`config.mk`:
```
export PLATFORM = sky130hd
export DESIGN_NAME = pipeline_hazard_controller
export DESIGN_NICKNAME = d
export VERILOG_FILES = /design/src/rtl/pipeline_hazard_controller.sv
export SDC_FILE = /design/constraint.sdc
export NUM_CORES = 1
export LEC_CHECK = 0
export ABC_AREA = 1
export CORE_MARGIN = 4
export CORE_UTILIZATION = 44
export CTS_CLUSTER_SIZE = 20
export DETAILED_ROUTE_END_ITERATION = 6
export HOLD_SLACK_MARGIN = 0.02
export PLACE_DENSITY_LB_ADDON = 0.15
export SKIP_LAST_GASP = 1
export SLEW_MARGIN = 20
export SYNTH_ARGS = -nofsm -noshare
export SYNTH_HDL_FRONTEND = slang
export SYNTH_SLANG_ARGS = --single-unit
```
`constraint.sdc`:
```
create_clock -name clk -period 4.15 [get_ports clk]
set_clock_uncertainty 0.1 [all_clocks]
set_input_delay 0.83 -clock clk [delete_from_list [all_inputs] [get_ports clk]]
set_output_delay 0.83 -clock clk [all_outputs]
set_load 0.01 [all_outputs]
```
`src/rtl/pipeline_hazard_controller.sv`:
```
// Stall/flush controller for the two-stage (fd -> em) 10-bit pipeline.
// Covers load-use hazards, multi-cycle memory waits and taken branches,
// which the forwarding path cannot resolve on its own.
// Outputs are Mealy (state + current inputs); state, counters and flags are registered.
module pipeline_hazard_controller #(
    parameter int LOAD_STALL_CYCLES = 1,
    parameter int MAX_MEM_WAIT      = 8,
    parameter int STALL_CNT_WIDTH   = 16
) (
    input  logic                       clk,
    input  logic                       reset_n,
    input  logic                       enable,
    input  logic [2:0]                 op_code_fd,
    input  logic [2:0]                 reg_source_1_addr_fd,
    input  logic [1:0]                 reg_source_2_addr_fd,
    input  logic                       alu_source_1_select,
    input  logic [1:0]                 alu_source_2_select,
    input  logic [2:0]                 reg_dest_addr_em,
    input  logic                       reg_write_em,
    input  logic                       mem_read_em,
    input  logic                       mem_busy_em,
    input  logic                       branch_taken_em,
    output logic                       pc_write_enable,
    output logic                       fd_pipe_write_enable,
    output logic                       em_bubble,
    output logic                       fd_flush,
    output logic                       forward_enable,
    output logic                       mem_timeout,
    output logic [STALL_CNT_WIDTH-1:0] stall_count,
    output logic [1:0]                 hazard_state
);

    localparam logic [1:0] RUN        = 2'b00;
    localparam logic [1:0] STALL_LOAD = 2'b01;
    localparam logic [1:0] WAIT_MEM   = 2'b10;

    localparam logic [2:0] OP_STORE = 3'b101;

    // Last value of the load counter while in STALL_LOAD; the detection cycle
    // in RUN is the first stall cycle, so STALL_LOAD lasts LOAD_STALL_CYCLES-1.
    localparam int         LOAD_LAST_I = (LOAD_STALL_CYCLES > 2) ? LOAD_STALL_CYCLES - 2 : 0;
    localparam logic [2:0] LOAD_LAST   = 3'(LOAD_LAST_I);
    localparam logic [7:0] WAIT_MAX    = 8'(MAX_MEM_WAIT);

    logic [1:0] state, state_n;
    logic [2:0] load_cnt, load_cnt_n;
    logic [7:0] wait_cnt, wait_cnt_n;
    logic       timeout_set;
    logic       hz;
    logic       eval_run;
    logic       wait_expired;

    // Load-use hazard: the em load targets a register the fd instruction reads.
    always_comb begin
        hz = mem_read_em && reg_write_em && (reg_dest_addr_em != 3'd0) &&
             (((reg_dest_addr_em == reg_source_1_addr_fd) && !alu_source_1_select) ||
              ((reg_dest_addr_em == {1'b0, reg_source_2_addr_fd}) && (alu_source_2_select == 2'b00)) ||
              ((op_code_fd == OP_STORE) && (reg_dest_addr_em == {1'b0, reg_source_2_addr_fd})));
    end

    // RUN and a completed memory wait share the same priority evaluation.
    always_comb begin
        eval_run     = (state == RUN) || ((state == WAIT_MEM) && !mem_busy_em);
        wait_expired = (state == WAIT_MEM) && mem_busy_em && (wait_cnt >= WAIT_MAX);
    end

    // State, counter and flag registers.
    always_ff @(posedge clk or negedge reset_n) begin
        if (!reset_n) begin
            state       <= RUN;
            load_cnt    <= 3'd0;
            wait_cnt    <= 8'd0;
            mem_timeout <= 1'b0;
        end else begin
            state    <= state_n;
            load_cnt <= load_cnt_n;
            wait_cnt <= wait_cnt_n;
            if (timeout_set) begin
                mem_timeout <= 1'b1;
            end
        end
    end

    // Next-state and counter update logic.
    always_comb begin
        state_n     = state;
        load_cnt_n  = load_cnt;
        wait_cnt_n  = wait_cnt;
        timeout_set = 1'b0;
        if (!enable) begin
            state_n = RUN;
        end else if (eval_run) begin
            if (mem_busy_em) begin
                state_n    = WAIT_MEM;
                wait_cnt_n = 8'd1;
            end else if (branch_taken_em) begin
                state_n = RUN;
            end else if (hz) begin
                state_n    = (LOAD_STALL_CYCLES > 1) ? STALL_LOAD : RUN;
                load_cnt_n = 3'd0;
            end else begin
                state_n = RUN;
            end
        end else begin
            case (state)
                STALL_LOAD: begin
                    if (load_cnt >= LOAD_LAST) begin
                        state_n    = RUN;
                        load_cnt_n = 3'd0;
                    end else begin
                        load_cnt_n = load_cnt + 3'd1;
                    end
                end
                WAIT_MEM: begin
                    if (wait_expired) begin
                        timeout_set = 1'b1;
                        state_n     = RUN;
                        wait_cnt_n  = 8'd0;
                    end else begin
                        wait_cnt_n = wait_cnt + 8'd1;
                    end
                end
                default: state_n = RUN;
            endcase
        end
    end

    // Mealy output decode; everything is held low while reset is asserted.
    always_comb begin
        pc_write_enable      = 1'b1;
        fd_pipe_write_enable = 1'b1;
        em_bubble            = 1'b0;
        fd_flush             = 1'b0;
        forward_enable       = 1'b1;
        if (!reset_n) begin
            pc_write_enable      = 1'b0;
            fd_pipe_write_enable = 1'b0;
            forward_enable       = 1'b0;
        end else if (!enable) begin
            fd_flush       = branch_taken_em;
            forward_enable = 1'b0;
        end else if (eval_run) begin
            if (mem_busy_em) begin
                pc_write_enable      = 1'b0;
                fd_pipe_write_enable = 1'b0;
                forward_enable       = 1'b0;
            end else if (branch_taken_em) begin
                fd_flush = 1'b1;
            end else if (hz) begin
                pc_write_enable = 1'b0;
                em_bubble       = 1'b1;
                forward_enable  = 1'b0;
            end
        end else if (state == STALL_LOAD) begin
            pc_write_enable = 1'b0;
            em_bubble       = 1'b1;
            forward_enable  = 1'b0;
        end else if ((state == WAIT_MEM) && !wait_expired) begin
            pc_write_enable      = 1'b0;
            fd_pipe_write_enable = 1'b0;
            forward_enable       = 1'b0;
        end
    end

    // Saturating count of cycles in which the PC was held.
    always_ff @(posedge clk or negedge reset_n) begin
        if (!reset_n) begin
            stall_count <= '0;
        end else if (!pc_write_enable && (stall_count != '1)) begin
            stall_count <= stall_count + 1'b1;
        end
    end

    assign hazard_state = state;

endmodule

```
# Yosys cells after proc, flatten, opt, wreduce, memory -nomap -nowiden
# Index checks and enable logic that the tools add are counted.
# Widths: inputs -> output; s select.
totals:
  output_inout_bits: 24
  register_bits: 30
classes:
  n_reduce_logical: 26
  magnitude_cmp: 2
  eq_ne: 12
  add_sub_neg: 3
  muxes: 47
op_table:
  columns: ["op", "count"]
  rows:
  - ["$mux 8", 4]
  - ["$mux 1", 31]
  - ["$mux 3", 6]
  - ["$add 16x1->16 const B", 1]
  - ["$ne 16x16->1 const B", 1]
  - ["$logic_and 1x1->1", 11]
  - ["$mux 2", 5]
  - ["$add 8x1->8 const B", 1]
  - ["$ge 8x4->1 const B", 1]
  - ["$ne 2x2->1 const B", 4]
  - ["$ne 4x4->1 const B", 2]
  - ["$reduce_and 5->1", 1]
  - ["$logic_not 1->1", 4]
  - ["$logic_not 2->1", 2]
  - ["$pmux 2 s2", 1]
  - ["$reduce_bool 2->1", 2]
  - ["$add 3x1->3 const B", 1]
  - ["$eq 3x2->1", 1]
  - ["$eq 3x3->1", 1]
  - ["$eq 3x3->1 const B", 1]
  - ["$ge 3x1->1 const B", 1]
  - ["$logic_or 1x1->1", 3]
  - ["$reduce_and 3->1", 1]
  - ["$reduce_bool 3->1", 1]
  - ["3 further kinds", 3]

# Longest topological paths before layout
# Gate-level depths: netlist (run 1).
depth:
  depth_word: 13
  mapped_depth: 14
  depth_no_buf: 13

# Worst setup path after synthesis (run 1)
# OpenSTA, ideal clock, no wires.
synth_timing:
  path_kind: "in2out"
  from: "input alu_source_2_select[1]"
  to: "output pc_write_enable"
  arrival_time_ns: 1.665
  n_path_buf: 1
  required_time_ns: 3.220
  setup_slack_ns: 1.555
  path_stages: 10
  cell_sequence: "or2_1 nand2_1 nand3_1 nand2_1 nand2_2 nand2_4 nand2_4 nand2_8 buf_6 inv_2"
synth_via:
  elab_chain_len: 11
synth_rtl:
  columns: ["element", "line", "text"]
  rows:
  - ["start, declared", "17", "input logic [1:0] alu_source_2_select,"]
  - ["$logic_not 2->1", "57", "((reg_dest_addr_em == {1'b0, reg_source_2_addr_fd}) && (alu_source_2_select == 2'b00)) ||"]
  - ["$logic_and 1x1->1", "57", null]
  - ["$logic_or 1x1->1", "56", "(((reg_dest_addr_em == reg_source_1_addr_fd) && !alu_source_1_select) ||"]
  - ["$logic_or 1x1->1", "57", null]
  - ["$logic_and 1x1->1", "55", "hz = mem_read_em && reg_write_em && (reg_dest_addr_em != 3'd0) &&"]
  - ["$mux 1", "149", "end else if (hz) begin"]
  - ["$mux 1", "147", "end else if (branch_taken_em) begin"]
  - ["$mux 1", "143", "if (mem_busy_em) begin"]
  - ["$mux 1", "142", "end else if (eval_run) begin"]
  - ["$mux 1", "139", "end else if (!enable) begin"]
  - ["$mux 1", "135", "if (!reset_n) begin"]
  - ["end, declared", "23", "output logic pc_write_enable,"]
# Every way passes these cells.

# Worst setup path in the final report (run 1)
layout_timing:
  from: "input reg_dest_addr_em[0]"
  to: "output pc_write_enable"
layout_via:
  elab_chain_len: 11
  elab_cells_between_ends: 16
  cone_classes: "eq/ne (2); mux (6); reduce/logical (8)"
layout_rtl:
  columns: ["element", "line", "text"]
  rows:
  - ["start, declared", "18", "input logic [2:0] reg_dest_addr_em,"]
  - ["$eq 3x3->1 or $eq 3x2->1 (tied branches)", "56, 57, 58", null]
  - ["$logic_and 1x1->1, on equally long branches", "56, 57", null]
  - ["$logic_or 1x1->1", "56", null]
  - ["$logic_or 1x1->1", "57", null]
  - ["$logic_and 1x1->1 (*)", "55", null]
  - ["$mux 1 (*)", "149", null]
  - ["$mux 1 (*)", "147", null]
  - ["$mux 1 (*)", "143", null]
  - ["$mux 1 (*)", "142", null]
  - ["$mux 1 (*)", "139", null]
  - ["$mux 1 (*)", "135", null]
# Every way passes the cells marked *; elsewhere a longest branch is shown, timed or not.

==> results of run 1 <==
[logic make-up (layout without fill, tap and decap cells)]
family,Yosys count,after routing,share of synthesized area (%)
adders and majority gates,3,3,2.27
xor gates and xnor gates,15,15,7.95
buffers and inverters,28,72,7.58
other,1,1,0.227
AOI/OAI and AO/OA,7,7,3.03
and+or+nand+nor,135,135,39.5
DFF,26,26,39.4
[cells in the mapped netlist]
library cell  count  area share (%)
nand2_1          55              13
nand3_1          29             8.8
dfrtp_1          26              39
nor2_1           26             5.9
inv_1            18             4.1
nand2_2          11             4.2
xnor2_1          10             5.3
inv_2             5             1.1
xor2_1            5             2.7
ha_1              3             2.3
nand2_4           3             2.0
nor3_1            3            0.91
buf_6             2             1.4
nand4_1           2            0.76
o21bai_1          2            0.91
o41ai_1           2             1.1
a21oi_1           1            0.30
a22oi_1           1            0.45
and3_2            1            0.45
buf_2             1            0.30
buf_4             1            0.45
clkinv_1          1            0.23
conb_1            1            0.23
nand2_8           1             1.2
nand3b_1          1            0.45
nand4_4           1             1.3
nor2_4            1            0.68
o21ai_0           1            0.30
or2_1             1            0.38
[layout make-up]
class | count | area [um2]
Fill cell | 325 | 1280
Inverter | 24 | 90.1
Clock inverter | 1 | 30.0
Tap cell | 46 | 57.6
Clock buffer | 3 | 41.3
Timing Repair Buffer | 44 | 438
Sequential cell | 26 | 651
Multi-Input combinational cell | 161 | 876
[routing by layer]
metal / wire length [um] / vias to the layer above / track usage [%]
met2: 1460 / 37 / 24.4
met3: 189 / 4 / 3.77
li1: - / 765 / -
met5: 0 / - / 0
met4: 25 / 0 / 2.60
met1: 1720 / 676 / 20.8
[registers in the layout, indices dropped and copies added, names as in the netlist]
| signal | cells |
|---|---|
| stall_count | 16 |
| wait_cnt | 8 |
| mem_timeout | 1 |
| hazard_state | 1 |
[worst paths after layout]
kind | from | to | slack, ps
max in group asynchronous | reset_n | wait_cnt[0] | 2520
hold / removal | mem_timeout | mem_timeout | 390
hold reg to reg | mem_timeout | mem_timeout | 390
min in group asynchronous | reset_n | mem_timeout | 760
setup / recovery | reg_dest_addr_em[0] | pc_write_enable | 630
setup reg to reg | stall_count[0] | stall_count[0] | 2220
[critical path, stage by stage]
cell and delay [ps]:
clkdlybuf4s50_1 540, inv_2 50, nand2_1 60, nand2_1 50, nor2_1 80, nand3_1 70, nand2_1 70, nand2_2 70
nand2_4 70, nand2_4 60, nand2_8 130, inv_2 40, clkdlybuf4s50_1 470
[stage by stage]
stage               instance area (um2)  util, %  hold slack (ps)
global route                       2180     63.0              425
global placement                   2110     60.9              371
floorplan                          1650        -              360
CTS                                2180     63.0              397
finish                             2180     63.0              394
detailed placement                 2110     60.9              377
[report_power, final]
group,switching (uW),total (uW),internal (uW),leakage [uW]
sequential,37.8,320,282,0.000348
combinational,89.8,197,107,0.000669
clock,78.8,208,129,0.0000357
==> impl_metrics.tcl, run 1 <==
set metrics [dict create \
    setup_tns_ps 0 \
    place_ws_ps 625 \
    die_y_um 69.3 \
    postCtsSetupRepairBufs 0 \
    io_pins 45 \
    synthesis.nets 239 \
    numPortBuffers 43 \
    yosysUniqueCellTypes 29 \
    status "finished, final reports clean" \
    htree_levels 1 \
    slew_violations 0 \
    p_per_area_mw_per_mm2 332 \
    worst-path-max-fanout 19 \
    worstSkewPairLatency_ps 270 \
    dieArea_mm2 0.00480 \
    cts_root_buf "clkbuf_8" \
    fp.coreArea_mm2 0.00347 \
    ant_nets 0 \
    synth_warnings 0 \
    detail_route.first_pass.iterations 4 \
    drt-initial-drc-count 84 \
    cts_tree "yes" \
    final_cell_mix "nand2_1, clkdlybuf4s50_1, nand3_1" \
    remaining_drc_errors 0 \
    period_share_pct 84.9 \
    grt_max_degree 25 \
    grt_overflow 0 \
    viasPerCell 4.86 \
    wirelength_um 3400 \
    drive_gt1_share_pct 10.8 \
    ff2ff_path_depth 7 \
    setup_viol_count_final 0 \
    fin_ws_ps 628 \
    crit_type "in2out" \
    wire_per_inst_um 11.1 \
    grt_pass1_wl_um 6210 \
    max_cap_viol_count 0 \
    post_cts_resized 0 \
    cp.arrival_ps 2590 \
    cts_buffers 3 \
    die_w_um 69.3 \
    synthToLayoutAreaGrowth_pct 32.2 \
    nets 284 \
    cts_hold_buf 0 \
    layout_commonest_cell "nand2_1" \
    syn-instance-count 215 \
    cts-root-to-sink-buffers 2 \
    antenna_found_initial 0 \
    initial_core_util_pct 47.6 \
    vias 1482 \
    ys_seq_elements 26 \
    clkTransAtPathRegs_ps 90 \
    instances_no_fill 305 \
    total_power_uw 725 \
    holdPathStages 1 \
    dp_hpwl_um 2650 \
    track_usage_pct 15.1 \
    synth_area_per_cell_um2 7.68 \
    end_kind "primary output" \
    cp-start-kind "input port" \
    worstPathRequired_ps 3220 \
    ys_seq_area_share_pct 39.4 \
    rsz0062_at_grt "false" \
    dp_cells 301 \
    max_freq_mhz 284 \
    hold_viol 0 \
    rows 21 \
    worstHoldPathType "reg2reg" \
    period_needed_ps 3520 \
    antenna_cells 0 \
    grt_pass1_vias 1433 \
    p_leak_uw 0.00105 \
    gp_congestion 0.795 \
    cts_num_sinks 26 \
    netlist_area_mm2 0.00165 \
    ir_drop_mv 0.256 \
]
Note: power is estimated with default switching activity, not from simulation.
==> run 2, diff against run 1 <==
- CORE_UTILIZATION: 44 -> 43
- clock period: 4.15 -> 3.1 ns (I/O delays scaled with it)
==> run 2 against run 1 <==
Sequential share of layout area down 0.47 points; first-iteration DRC count down 48%; cell count up 1.6%; register-to-register slack worse by 1100 ps; via count down 1.2%; non-clock buffer count up 3; sequential cell count unchanged; die area up 2.1%; total power up 35%; utilization down 2.8 points; worst hold slack worse by 12 ps; clock power up 35%; largest cell class unchanged; highest routed layer unchanged.
==> impl_metrics.tcl, run 2 (same netlist as run 1, synthesis figures left out) <==
set metrics [dict create \
    cts_tree "yes" \
    vias 1464 \
    cts_buffers 3 \
    r2r_slack_ps 1130 \
    period_needed_ps 2960 \
    crit_type "in2out" \
    total_power_uw 979 \
    worstSkewPairLatency_ps 270 \
    grt-busiest-layer "met2" \
    wire_per_inst_um 11.8 \
    path_cells "clkdlybuf4s50_1 -> nand2_1 -> nand2_1 -> nor2_1 -> nand2_1 -> nand2_1 -> nand2_2 -> nand2_4 -> nor3_1 -> clkdlybuf4s50_1" \
    holdPathStages 1 \
    io_pins 45 \
    cp_common_cell "nand2_1" \
    numPortBuffers 43 \
    grt_util_met2_pct 27.9 \
    wirelength_um 3650 \
    antenna_cells 0 \
    fin_ws_ps 137 \
    viasPerCell 4.72 \
    period_share_pct 95.6 \
    die_w_um 70.0 \
    r2r_end "stall_count[3]" \
    hold_end "mem_timeout" \
    worstPathRequired_ps 2380 \
    instances_no_fill 310 \
    max_freq_mhz 338 \
    remaining_drc_errors 0 \
    cts_root_buf "clkbuf_8" \
    rsz0062_at_grt "false" \
    layout_commonest_cell "nand2_1" \
    cts_num_sinks 26 \
    utilization_pct 60.1 \
    dp_hpwl_um 2810 \
    status "finished, final reports clean" \
    cp_top_family "buffers and inverters" \
    p_leak_uw 0.00112 \
    grt_overflow 0 \
    largestRegisters "stall_count x16, wait_cnt x8" \
    cts_hold_buf 0 \
    track_usage_pct 16.0 \
    initial_core_util_pct 44.8 \
    use_met3_pct 3.60 \
    synthToLayoutAreaGrowth_pct 34.3 \
    place_ws_ps 43.6 \
    ff2ff_path_depth 7 \
    grt_pass1_wl_um 6510 \
    end_kind "primary output" \
    worst-path-max-fanout 4 \
    ant_nets 0 \
    hold_viol 0 \
    r2r-start "stall_count[0]" \
    cpPeakStageDelay_ps 570 \
    grt_max_degree 19 \
    worstHoldPathType "reg2reg" \
    cts-root-to-sink-buffers 2 \
    cp.arrival_ps 2240 \
    regMostFlops "stall_count" \
    setup_tns_ps 0 \
    rows 22 \
    clkTransAtPathRegs_ps 90 \
    hp-start "mem_timeout" \
    drive_gt1_share_pct 11.8 \
    final_cell_mix "nand2_1, clkdlybuf4s50_1, nand3_1" \
    htree_levels 1 \
    p_per_area_mw_per_mm2 441 \
    drt-initial-drc-count 44 \
    critPathSlowestCell "clkdlybuf4s50_1" \
    setup_viol_count_final 0 \
    max_cap_viol_count 0 \
    gp_congestion 0.769 \
    cp_num_buf_inv 2 \
    nets 287 \
    die_y_um 70.0 \
    fp.coreArea_mm2 0.00369 \
    grt_pass1_vias 1447 \
    met1_usage_pct 20.5 \
    ir_drop_mv 0.378 \
    largest_reg_flops 16 \
    dieArea_mm2 0.00490 \
    slew_violations 0 \
    dp_cells 306 \
    antenna_found_initial 0 \
    detail_route.first_pass.iterations 4 \
    cp-start-kind "input port" \
]
run 2: changes by cell type in the layout (fill, tap and decap cells not counted), sizes merged:
cell	previous run	this run
buf	1	4
clkdlybuf4s50	43	39
dlymetal6s2s	0	4
run 2: worst max path at each step:
stage	cells past startpoint	start	end
after CTS	10	reg_dest_addr_em[0]	em_bubble
after global routing	10	reg_dest_addr_em[2]	forward_enable
final	10	reg_dest_addr_em[2]	forward_enable
after detailed placement	10	reg_dest_addr_em[0]	em_bubble
after global placement	10	reg_dest_addr_em[0]	em_bubble
after floorplan	10	alu_source_2_select[1]	pc_write_enable
run 2: area by class of cell:
type	instances	area [um2]
Fill cell	347	1470
Timing Repair Buffer	47	470
Inverter	24	90.1
Clock buffer	3	41.3
Clock inverter	1	30.0
Tap cell	48	60.1
Sequential cell	26	651
Multi-Input combinational cell	161	876
run 2: worst register-to-register path: stages (launching register included):
cell and delay, ps:
dfrtp_1 420, ha_1 240, nand3_1 170, nor2_4 220
nand4_4 290, nand2_4 320, nand2_1 80, nand2_1 70
run 2: report_power, final:
part / internal [uW] / total [uW] / switching (uW)
combinational: 146 / 268 / 122
clock: 173 / 281 / 108
sequential: 377 / 430 / 52.8
total: 696 / 979 / 282
run 2: what timing repair did:
| item | 4_1_cts | 5_1_grt |
|---|---|---|
| endpoints found under the setup margin | 0 | 3 |
| buffers inserted | 0 | 0 |
| gates resized for setup | 0 | 4 |
run 2: routing by layer:
metal | up-vias | wire length, um
met3 | 2 | 124
met4 | 0 | 22
met1 | 666 | 1660
met2 | 25 | 1840
li1 | 771 | -
met5 | - | 0
run 2: per-stage QoR:
step	area (um2)	hold slack, ps
3_5_place_dp	2140	362
2_1_floorplan	1650	224
4_1_cts	2210	388
3_3_place_gp	2140	357
5_1_grt	2220	410
6_report	2220	382
==> edit 1 (settings of run 2) <==
Change the parameter `STALL_CNT_WIDTH` from 16 to 12.
--- a/src/rtl/pipeline_hazard_controller.sv
+++ b/src/rtl/pipeline_hazard_controller.sv
@@ -5,7 +5,7 @@
 module pipeline_hazard_controller #(
     parameter int LOAD_STALL_CYCLES = 1,
     parameter int MAX_MEM_WAIT      = 8,
-    parameter int STALL_CNT_WIDTH   = 16
+    parameter int STALL_CNT_WIDTH   = 12
 ) (
     input  logic                       clk,
     input  logic                       reset_n,
Ports: changed (resized stall_count); port bits go from 45 to 41. The function was not compared with the original's and may differ.
==> edit 1 against run 2 <==
- area after synthesis down 19%
- utilization up 3.6 points
- combinational power down 5%
- sequential cell count down 4
- via count down 15%
- cell area down 18%
- total power down 12%
- worst setup slack better by 110 ps
- global-route usage up 0.67 points
- routed wire length down 15%
- register-to-register slack better by 50 ps
- clock power down 20%
- synthesized cell count down 20%
==> edit 1: results (changes against run 2) <==
<table>
<tr><th>Metric</th><th>Value</th></tr>
<tr><th colspan="2">Routing</th></tr>
<tr><td>Drt initial violations</td><td>118 (+170%)</td></tr>
<tr><td>Routed Wire Length</td><td>3120 µm (-15%)</td></tr>
<tr><td>Met2 wire length</td><td>1580 µm (-14%)</td></tr>
<tr><td>Routed length on met3</td><td>175 µm (+41%)</td></tr>
<tr><td>Number of vias per cell</td><td>5.02 (+6.3%)</td></tr>
<tr><td>Via count of the routed design</td><td>1240 (-15%)</td></tr>
<tr><th colspan="2">Yosys</th></tr>
<tr><td>Area share of xor/xnor cells in the synthesized design</td><td>7.87% (-0.082 points)</td></tr>
<tr><td>Net count after synthesis</td><td>197 (-18%)</td></tr>
<tr><td>Most frequent cells after synthesis</td><td>sky130_fd_sc_hd__nand2_1, sky130_fd_sc_hd__inv_1, sky130_fd_sc_hd__dfrtp_1</td></tr>
<tr><td>Avg Cell Area, Syn</td><td>7.72 µm² (+0.46%)</td></tr>
<tr><td>Leading cell types by total area after synthesis</td><td>sky130_fd_sc_hd__dfrtp_1, sky130_fd_sc_hd__nand2_1, sky130_fd_sc_hd__nand3_1</td></tr>
<tr><th colspan="2">STA</th></tr>
<tr><td>Fin Hold WS</td><td>406 ps (+23.7 ps)</td></tr>
<tr><th colspan="2">Clocking</th></tr>
<tr><td>Source-to-sink clock delay at the later pin of the worst-skew pair</td><td>330 ps (+60 ps)</td></tr>
<tr><th colspan="2">Worst setup path</th></tr>
<tr><td>Data arrival at the endpoint of the critical path</td><td>2130 ps (-110 ps)</td></tr>
<tr><td>Endpoint of the most critical setup path</td><td>fd_pipe_write_enable</td></tr>
<tr><td>Source of the critical timing path</td><td>mem_busy_em</td></tr>
<tr><td>Critical-path maximum fanout</td><td>5 (+1)</td></tr>
<tr><td>Slowest cell delay on critical path</td><td>480 ps (-90 ps)</td></tr>
<tr><th colspan="2">GRT</th></tr>
<tr><td>Total GRT Usage</td><td>16.7% (+0.67 points)</td></tr>
<tr><td>Global-route wire length before repair</td><td>5360 µm (-18%)</td></tr>
<tr><th colspan="2">Placement</th></tr>
<tr><td>Quantity of I/O buffers inserted on ports</td><td>39 (-9.3%)</td></tr>
<tr><td>Placer Congestion</td><td>0.804 (+4.6%)</td></tr>
<tr><td>Placed instance count</td><td>243 (-21%)</td></tr>
<tr><th colspan="2">Power</th></tr>
<tr><td>Fraction of power spent switching nets</td><td>30.6% (+1.7 points)</td></tr>
<tr><th colspan="2">Cells and area</th></tr>
<tr><td>Filler cell count in the final layout</td><td>252 (-27%)</td></tr>
<tr><td>Fraction of layout instances using a drive strength above 1</td><td>7.87% (-4.0 points)</td></tr>
<tr><th colspan="2">Status</th></tr>
<tr><td>Run status</td><td>complete, no violations</td></tr>
</table>
edit 1: changes by cell type after synthesis, sizes merged, moves of 2 or more:
cell   delta
nand2    -20
nor2     -11
nand3     -9
xnor2     -6
dfrtp     -4
xor2      +3
inv       +2
o21ai     +2
edit 1: cell type report:
| cell class | count | area [µm²] | area share, % |
|---|---|---|---|
| multi-input combinational | 122 | 659 | 36.2 |
| sequential | 22 | 551 | 30.3 |
| timing repair buffer | 43 | 424 | 23.3 |
| inverter | 25 | 93.8 | 5.16 |
| tap | 31 | 38.8 | 2.13 |
| clock inverter | 1 | 30.0 | 1.65 |
| clock buffer | 3 | 22.5 | 1.24 |
edit 1: stage by stage:
stage	utilization, %	TNS (ps)	worst slack [ps]	instance area, µm²
floorplan	-	0	884	1340
global placement	61.8	0	23.3	1760
detailed placement	61.8	-35.4	-35.4	1760
CTS	63.6	0	19.5	1810
global route	63.8	0	170	1820
finish	63.8	0	246	1820
==> edit 2 (flow settings as in run 2) <==
Without the edit above. Reset style: synchronous (`reset_n`), changed in 2 clocked blocks.
--- a/src/rtl/pipeline_hazard_controller.sv
+++ b/src/rtl/pipeline_hazard_controller.sv
@@ -65,7 +65,7 @@
     end
 
     // State, counter and flag registers.
-    always_ff @(posedge clk or negedge reset_n) begin
+    always_ff @(posedge clk) begin
         if (!reset_n) begin
             state       <= RUN;
             load_cnt    <= 3'd0;
@@ -163,7 +163,7 @@
     end
 
     // Saturating count of cycles in which the PC was held.
-    always_ff @(posedge clk or negedge reset_n) begin
+    always_ff @(posedge clk) begin
         if (!reset_n) begin
             stall_count <= '0;
         end else if (!pc_write_enable && (stall_count != '1)) begin
Formal check against the unedited RTL: differs if reset_n is asserted again (counterexample within 4 cycles, from zero or initial values and one cycle with reset_n low); with reset_n held inactive, the same outputs for 10 cycles.
==> edit 2 against run 2 <==
- cell count increased by 3.2%
- worst setup slack gained 52 ps
- first-iteration DRC count rose by 64%
- area after synthesis decreased by 6.2%
- sequential cell count unchanged
- sequential share of layout area shrank 4.0 points
- utilization rose by 0.11 points
- cell area shrank 7.2%
- routed wire length shrank 6.1%
- non-clock buffer count decreased by 1
Power is not compared: it rests on default switching activity, and its combinational part moved more than twofold at a synthesized area within 25%.
==> edit 2: results (changes against run 2) <==
<table>
<tr><th>Metric</th><th>Value</th></tr>
<tr><th colspan="2">Clocking</th></tr>
<tr><td>Clock-pin slew on the worst setup and hold paths</td><td>140 ps (+50 ps)</td></tr>
<tr><td>Library cell used as clock root buffer</td><td>sky130_fd_sc_hd__clkbuf_4</td></tr>
<tr><td>Source-to-sink clock delay at the later pin of the worst-skew pair</td><td>320 ps (+50 ps)</td></tr>
<tr><th colspan="2">Placement</th></tr>
<tr><td>Placer Congestion</td><td>0.828 (+7.6%)</td></tr>
<tr><td>Placed instance count</td><td>316 (+3.3%)</td></tr>
<tr><td>Post-detail-place hpwl</td><td>2600 µm (-7.3%)</td></tr>
<tr><th colspan="2">Yosys</th></tr>
<tr><td>Count of distinct cell types in the synthesized netlist</td><td>28 (-3.4%)</td></tr>
<tr><td>Fraction of registers with async set/reset</td><td>0% (-100 points)</td></tr>
<tr><td>Most frequent cells after synthesis</td><td>sky130_fd_sc_hd__nand2_1, sky130_fd_sc_hd__dfxtp_1, sky130_fd_sc_hd__inv_1, sky130_fd_sc_hd__nand3_1, sky130_fd_sc_hd__nor2_1</td></tr>
<tr><td>Top flip-flop cell by instance count after synthesis</td><td>sky130_fd_sc_hd__dfxtp_1</td></tr>
<tr><td>Net count after synthesis</td><td>255 (+6.7%)</td></tr>
<tr><td>Leading cell types by total area after synthesis</td><td>sky130_fd_sc_hd__dfxtp_1, sky130_fd_sc_hd__nand2_1, sky130_fd_sc_hd__nand3_1</td></tr>
<tr><th colspan="2">Routing</th></tr>
<tr><td>Via count of the routed design</td><td>1553 (+6.1%)</td></tr>
<tr><td>Routed Wire Length</td><td>3430 µm (-6.1%)</td></tr>
<tr><td>Drt initial violations</td><td>72 (+64%)</td></tr>
<tr><td>Average wire per cell in the routed design</td><td>10.7 µm (-9.1%)</td></tr>
<tr><th colspan="2">GRT</th></tr>
<tr><td>Global-route wire length before repair</td><td>5910 µm (-9.1%)</td></tr>
<tr><td>Total GRT Usage</td><td>16.2% (+0.18 points)</td></tr>
<tr><td>Vias in the first global route</td><td>1415 (-2.2%)</td></tr>
<tr><th colspan="2">Cells and area</th></tr>
<tr><td>Nets</td><td>299 (+4.2%)</td></tr>
<tr><td>Fraction of layout instances using a drive strength above 1</td><td>6.20% (-5.6 points)</td></tr>
<tr><th colspan="2">Floorplanning</th></tr>
<tr><td>Die width</td><td>68.0 µm (-2.8%)</td></tr>
<tr><th colspan="2">Worst setup path</th></tr>
<tr><td>Data arrival at the endpoint of the critical path</td><td>2190 ps (-50 ps)</td></tr>
<tr><td>Critical-path maximum fanout</td><td>3 (-1)</td></tr>
<tr><th colspan="2">Status</th></tr>
<tr><td>Run status</td><td>complete, no violations</td></tr>
</table>
## edit 2: cell count changes in the layout (fill, tap and decap cells not counted), sizes merged, moves of 3 or more
cell | run 2 | this run
dfrtp | 26 | 0
dfxtp | 0 | 26
a21oi | 1 | 18
nand2 | 70 | 64
inv | 23 | 28
xnor2 | 10 | 6
xor2 | 5 | 9
clkdlybuf4s50 | 39 | 42
dlymetal6s2s | 4 | 1
nand3 | 29 | 26
nor3 | 3 | 6
## edit 2: stage by stage
stage               setup WS [ps]  util, %  cell area (µm²)  total power, mW
floorplan                     776        -             1550            0.397
global placement              111     59.1             2020            0.447
detailed placement           88.8     59.1             2020            0.447
CTS                          91.7     60.2             2060            0.623
global route                 53.8     60.3             2060            0.647
finish                        189     60.3             2060            0.615
## edit 2: kinds of logic after synthesis
family	share of synthesized area (%)
other cells	0.242
simple gates	37.2
fa+ha+maj	2.42
xor+xnor	8.48
flops	33.6
buf+inv	9.37
compound gates	8.64
## edit 2: final cells by class
cell class	count	area (µm²)
Tap cell	46	57.6
Timing Repair Buffer	46	455
Clock buffer	4	36.3
Inverter	28	105
Sequential cell	26	520
Multi-Input combinational cell	170	883
Fill cell	346	1360
## edit 2: layer usage
metal	up-vias	part of all wire (%)	global-route usage (%)	wire, µm
li1	820	-	-	-
met1	694	43	18.8	1490
met2	37	50	29.6	1710
met3	2	6.2	4.43	213
met4	0	0.50	2.98	17
met5	-	0	0	0
## edit 2: worst max-delay path, stage by stage
cell and delay, ps:
sky130_fd_sc_hd__clkdlybuf4s50_1 530, sky130_fd_sc_hd__nand2_1 70, sky130_fd_sc_hd__nand2_1 60, sky130_fd_sc_hd__nor2_1 40, sky130_fd_sc_hd__nand2_1 60, sky130_fd_sc_hd__nand2_1 50
sky130_fd_sc_hd__nand2_1 70, sky130_fd_sc_hd__nand2_1 70, sky130_fd_sc_hd__nor2_1 80, sky130_fd_sc_hd__clkdlybuf4s50_1 550
## edit 2: path summary, 6_finish.rpt
path                       start         endpoint  slack, ps  cells past startpoint
min                  wait_cnt[6]      wait_cnt[6]        340                      2
max          reg_dest_addr_em[0]   forward_enable        190                     10
min reg2reg          wait_cnt[6]      wait_cnt[6]        340                      2
max reg2reg       stall_count[0]  stall_count[12]       1000                      9
## edit 2: where the power goes
group          switching, mW  internal, mW
combinational         0.0446        0.0496
clock                  0.105        0.0718
sequential           0.00551         0.339
total                  0.155         0.460
